===== config.mk =====
export PLATFORM = sky130hd
export DESIGN_NAME = node_row_mapper
export DESIGN_NICKNAME = d
export VERILOG_FILES = /design/src/rtl/node_row_mapper.sv
export SDC_FILE = /design/constraint.sdc
export NUM_CORES = 1
export LEC_CHECK = 0
export BUFFER_PORTS_ARGS = -buffer_cell sky130_fd_sc_hd__buf_2
export CAP_MARGIN = 20
export CORE_MARGIN = 8
export CORE_UTILIZATION = 40
export CTS_BUF_LIST = sky130_fd_sc_hd__clkbuf_2
export CTS_CLUSTER_SIZE = 16
export DETAILED_ROUTE_END_ITERATION = 8
export GPL_ROUTABILITY_DRIVEN = 0
export PLACE_DENSITY = 0.55
export SLEW_MARGIN = 15
export SYNTH_ARGS = -nofsm -noshare
export SYNTH_HDL_FRONTEND = slang
export SYNTH_SLANG_ARGS = --single-unit

===== constraint.sdc =====
create_clock -name clk -period 4.1 [get_ports clk]
set_clock_uncertainty 0.1 [all_clocks]
set_input_delay 0.82 -clock clk [delete_from_list [all_inputs] [get_ports clk]]
set_output_delay 0.82 -clock clk [all_outputs]
set_load 0.1 [all_outputs]

===== src/rtl/node_row_mapper.sv =====
// Node-index to matrix-row mapper: builds a table that skips the reference (ground) node
// one entry per cycle, then answers registered lookups from downstream matrix-fill stages.
module node_row_mapper #(
  parameter int IDX_W     = 5,
  parameter int MAX_NODES = 31
) (
  input  logic             clk,
  input  logic             program_resetn,
  input  logic             start_process,
  output logic             end_process,
  input  logic [IDX_W-1:0] numNodes,
  input  logic [IDX_W-1:0] ground_node,
  input  logic [IDX_W-1:0] lookup_node,
  output logic [IDX_W-1:0] lookup_row,
  output logic             lookup_valid,
  output logic [IDX_W-1:0] num_rows,
  output logic             busy,
  output logic             map_err
);

  localparam logic [IDX_W-1:0] ONE   = IDX_W'(1);
  localparam logic [IDX_W-1:0] TWO   = IDX_W'(2);
  localparam logic [IDX_W:0]   MAX_N = (IDX_W+1)'(MAX_NODES);

  typedef enum logic [2:0] {
    S_IDLE  = 3'd0,
    S_LATCH = 3'd1,
    S_BUILD = 3'd2,
    S_DONE  = 3'd3,
    S_ERROR = 3'd4
  } state_t;

  state_t                            state_q, state_d;
  logic                              start_q;
  logic [IDX_W-1:0]                  n_q, n_d, g_q, g_d, i_q, i_d;
  logic [IDX_W-1:0]                  num_rows_q, num_rows_d;
  logic                              map_err_q, map_err_d;
  logic                              end_q, end_d, busy_q, busy_d;
  logic [MAX_NODES-1:0]              valid_q, valid_d;
  logic [MAX_NODES-1:0][IDX_W-1:0]   rows_q, rows_d;
  logic [IDX_W-1:0]                  lookup_row_q, lookup_row_d;
  logic                              lookup_valid_q, lookup_valid_d;
  logic                              start_edge_s;

  assign start_edge_s = start_process & ~start_q;

  // Next-state, table build and registered-output computation.
  always_comb begin
    state_d    = state_q;
    n_d        = n_q;
    g_d        = g_q;
    i_d        = i_q;
    num_rows_d = num_rows_q;
    map_err_d  = map_err_q;
    valid_d    = valid_q;
    rows_d     = rows_q;
    case (state_q)
      S_IDLE: begin
        if (start_edge_s) begin
          n_d       = numNodes;
          g_d       = ground_node;
          valid_d   = '0;
          map_err_d = 1'b0;
          state_d   = S_LATCH;
        end else begin
          state_d = S_IDLE;
        end
      end
      S_LATCH: begin
        if ((n_q < TWO) || (g_q >= n_q) || ({1'b0, n_q} > MAX_N)) begin
          map_err_d  = 1'b1;
          num_rows_d = '0;
          state_d    = S_ERROR;
        end else begin
          num_rows_d = n_q - ONE;
          i_d        = '0;
          state_d    = S_BUILD;
        end
      end
      S_BUILD: begin
        // Rows below the ground node keep their index; rows above shift down by one.
        if (i_q < g_q) begin
          valid_d[i_q] = 1'b1;
          rows_d[i_q]  = i_q;
        end else if (i_q == g_q) begin
          valid_d[i_q] = 1'b0;
        end else begin
          valid_d[i_q] = 1'b1;
          rows_d[i_q]  = i_q - ONE;
        end
        i_d = i_q + ONE;
        if (i_q == (n_q - ONE)) begin
          state_d = S_DONE;
        end else begin
          state_d = S_BUILD;
        end
      end
      S_DONE, S_ERROR: begin
        if (!start_process) begin
          state_d = S_IDLE;
        end else begin
          state_d = state_q;
        end
      end
      default: begin
        state_d = S_IDLE;
      end
    endcase

    end_d  = (state_d == S_DONE) || (state_d == S_ERROR);
    busy_d = (state_d == S_LATCH) || (state_d == S_BUILD);

    if ((state_q == S_DONE) && (lookup_node < n_q) && valid_q[lookup_node]) begin
      lookup_valid_d = 1'b1;
      lookup_row_d   = rows_q[lookup_node];
    end else begin
      lookup_valid_d = 1'b0;
      lookup_row_d   = '0;
    end
  end

  // State and output registers; start_q resets high so a level held through reset is not an edge.
  always_ff @(posedge clk or negedge program_resetn) begin
    if (!program_resetn) begin
      state_q        <= S_IDLE;
      start_q        <= 1'b1;
      n_q            <= '0;
      g_q            <= '0;
      i_q            <= '0;
      num_rows_q     <= '0;
      map_err_q      <= 1'b0;
      end_q          <= 1'b0;
      busy_q         <= 1'b0;
      valid_q        <= '0;
      rows_q         <= '0;
      lookup_row_q   <= '0;
      lookup_valid_q <= 1'b0;
    end else begin
      state_q        <= state_d;
      start_q        <= start_process;
      n_q            <= n_d;
      g_q            <= g_d;
      i_q            <= i_d;
      num_rows_q     <= num_rows_d;
      map_err_q      <= map_err_d;
      end_q          <= end_d;
      busy_q         <= busy_d;
      valid_q        <= valid_d;
      rows_q         <= rows_d;
      lookup_row_q   <= lookup_row_d;
      lookup_valid_q <= lookup_valid_d;
    end
  end

  assign end_process  = end_q;
  assign busy         = busy_q;
  assign map_err      = map_err_q;
  assign num_rows     = num_rows_q;
  assign lookup_row   = lookup_row_q;
  assign lookup_valid = lookup_valid_q;

endmodule


==> flow_summary.yaml <==
run_status:
  status: "finished with violations"
  failed_checks: "design-rule violations"
synth:
  ys_warn_count: 0
  ys_ff_latch: 219
  synth_nets: 887
  synth_area_mm2: 0.0107
  yosysTopAreaCell: "dfrtp_1"
  avgSynthCellArea_um2: 12.6
  yosysTopAreaCellShare_pct: 51.0
  yosysSeqAreaShare_pct: 51.3
  ys.flop_type: "dfrtp_1"
  synth_top_cells_by_area: "dfrtp_1, mux2_2, mux4_2"
  syn_inst: 850
  async_flop_share_pct: 100
  synth_enable_flop_cells: 0
  yosysUniqueCellTypes: 55
power_and_ir_drop:
  p_per_area_mw_per_mm2: 602
  power.clock.fraction_pct: 20.8
  power_switching_mw: 3.05
  vdd_ir_drop_max_mv: 0.232
  switching_share_pct: 43.3
  p_comb_share_pct: 40.1
  p_seq_share_pct: 39.1
  power.leakage_nw: 5.83
  p_int_mw: 3.99
grt:
  grtUsageTotal_pct: 17.1
  first_global_vias: 7357
  grt_pass1_wl_um: 43700
  grt_max_degree: 104
  grt-ovfl-total: 0
  antenna_found_initial: 1
layout:
  multi_input_area_mm2: 0.00482
  post-route-util_pct: 44.1
  final_cell_mix: "dfrtp_1, mux2_2, clkbuf_2, o21ai_0, a21oi_1"
  fillers: 2497
  drive_gt1_share_pct: 35.5
  register_area_mm2: 0.00548
  area_growth_pct: 9.54
  nets: 942
  final_common_cell: "dfrtp_1"
  design_area_mm2: 0.0117
floorplanning:
  core_area_mm2: 0.0266
  die_y_um: 179
  start_util_pct: 40.2
  dieArea_mm2: 0.0322
  die_w_um: 179
  io_pins: 32
  core.rowCount: 60
routing:
  antenna_left: 0
  first_pass_iters: 7
  vias: 7082
  wl_per_cell_um: 21.4
  drt_iter0_markers: 445
  via_per_inst: 5.51
  wirelength_um: 27500
  drc: 1
critical_path:
  critPathKind: "reg2reg"
  endpoint_kind: "register"
  cp_top_family: "simple AND/OR/NAND/NOR gates"
  path_max_fanout: 11
  crit_arrival_ns: 3.57
  critical_path_required_ns: 4.75
  crit_path_cell_trace: "inv_1, ha_1, nand2_1, nor3_2, mux2_2"
  cp_slowest_cell: "nor3_2"
  critical_path_buf_inv_count: 1
  crit_path_max_incr_delay_ns: 0.67
  critical_path.startpoint_type: "register"
clock_tree:
  numClockSinks: 219
  clk-insertion-delay-late_ns: 0.87
  clk_path_buf_depth: 3
  htreeDepth: 2
  cts_tree: "built"
  cts_made_buffers: 58
  cts_root_buffer: "clkbuf_2"
  clk_pin_slew_worst_paths_ns: 0.10
sta:
  maxSlewHeadroom_pct: 37.1
  setup_tns_ns: 0
  finalCritPeriodShare_pct: 71.1
  worstMarginPinSlew_ns: 0.943
  fmax_mhz: 343
  setup_viol: 0
  hold_viol: 0
  drv_slew: 0
  min_period_ns: 2.92
  rsz0062_at_grt: "no"
placed_design:
  port_buffers: 31
  place_hpwl_um: 18600
  placed_cell_area_mm2: 0.0112
worst_hold_path:
  hold_class: "in2reg"
run:
  max-cap-violations: 0
-- timing repair --
item	CTS	global route
gates resized for setup	0	0
buffers inserted	0	0
endpoints found under the setup margin	0	0
hold endpoints to repair	102	0
hold buffers	4	0
-- registers in the layout (all words and copies together), names as in the netlist, 3 cells and up --
register,cells
rows_q,155
valid_q,31
g_q,5
i_q,5
lookup_row,5
n_q,5
num_rows,5
state_q,3
-- through the flow --
stage | worst slack (ns) | std cells | power, mW | hold WS [ns]
after detailed placement | 1.01 | 1182 | 5.60 | 0.347
after CTS | 1.19 | 1285 | 7.10 | 0.00710
after floorplan | 1.65 | 850 | 4.64 | 0.329
final | 1.18 | 1286 | 7.05 | 0.0718
after global placement | 1.04 | 1182 | 5.57 | 0.347
after global routing | 1.06 | 1286 | 7.51 | 0.0377
-- final cells by class --
class	count	area share [%]
Sequential cell	219	46.8
Clock buffer	88	3.76
Antenna cell	1	0.0214
Inverter	16	0.513
Multi-Input combinational cell	549	41.2
Clock inverter	11	0.395
Tap cell	341	3.64
Timing Repair Buffer	61	3.66
-- synthesized netlist by cell type, drive strengths merged (3+ instances only) --
library cell / count
xnor2: 9
and2: 11
o21ai: 66
clkbuf: 30
a21o: 8
mux2i: 22
dfrtp: 218
o21a: 4
nand2b: 20
buf: 36
nor3: 12
or2: 17
mux4: 48
nor2b: 17
nand3: 9
mux2: 107
nand2: 44
o31ai: 7
ha: 19
o211ai: 9
a21oi: 49
and3: 21
nor4: 3
nor2: 30
inv: 16
-- power by group through the flow --
stage | Combinational [mW] | Clock (mW) | Sequential (mW)
final | 2.82 | 1.47 | 2.76
after global routing | 3.07 | 1.64 | 2.80
after CTS | 2.82 | 1.53 | 2.76
after detailed placement | 2.81 | 0 | 2.79
after global placement | 2.78 | 0 | 2.79
after floorplan | 1.74 | 0 | 2.90
-- per-layer routing --
layer | global-route usage [%] | part of all wire [%]
met1 | 22.4 | 45
met4 | 6.04 | 2.8
met3 | 5.00 | 6.1
met5 | 0 | 0
met2 | 26.9 | 46
-- worst paths after layout --
path	slack, ns	from	cells after the start	end
hold reg to reg	0.37	rows_q[63]$_DFFE_PN0P_	1	rows_q[63]$_DFFE_PN0P_
setup / recovery	1.18	i_q[1]$_DFFE_PN0P_	5	rows_q[40]$_DFFE_PN0P_
max in group asynchronous	2.42	program_resetn	3	rows_q[125]$_DFFE_PN0P_
setup reg to reg	1.18	i_q[1]$_DFFE_PN0P_	5	rows_q[40]$_DFFE_PN0P_
min in group asynchronous	0.50	program_resetn	2	num_rows[4]$_DFFE_PN0P_
hold / removal	0.07	numNodes[0]	3	n_q[0]$_DFFE_PN0P_
-- cell families after synthesis --
| family | synth area share [%] |
|---|---|
| fa+ha+maj | 2.22 |
| simple gates | 9.53 |
| mux | 23.6 |
| xor+xnor | 0.901 |
| buf+inv | 3.80 |
| compound gates | 8.70 |
| flops | 51.3 |
-- worst min-delay path, stage by stage --
cell     delay, ns
buf_2         0.08
nand2_1       0.03
o21ai_0       0.06
(Power assumes the default switching activity.)
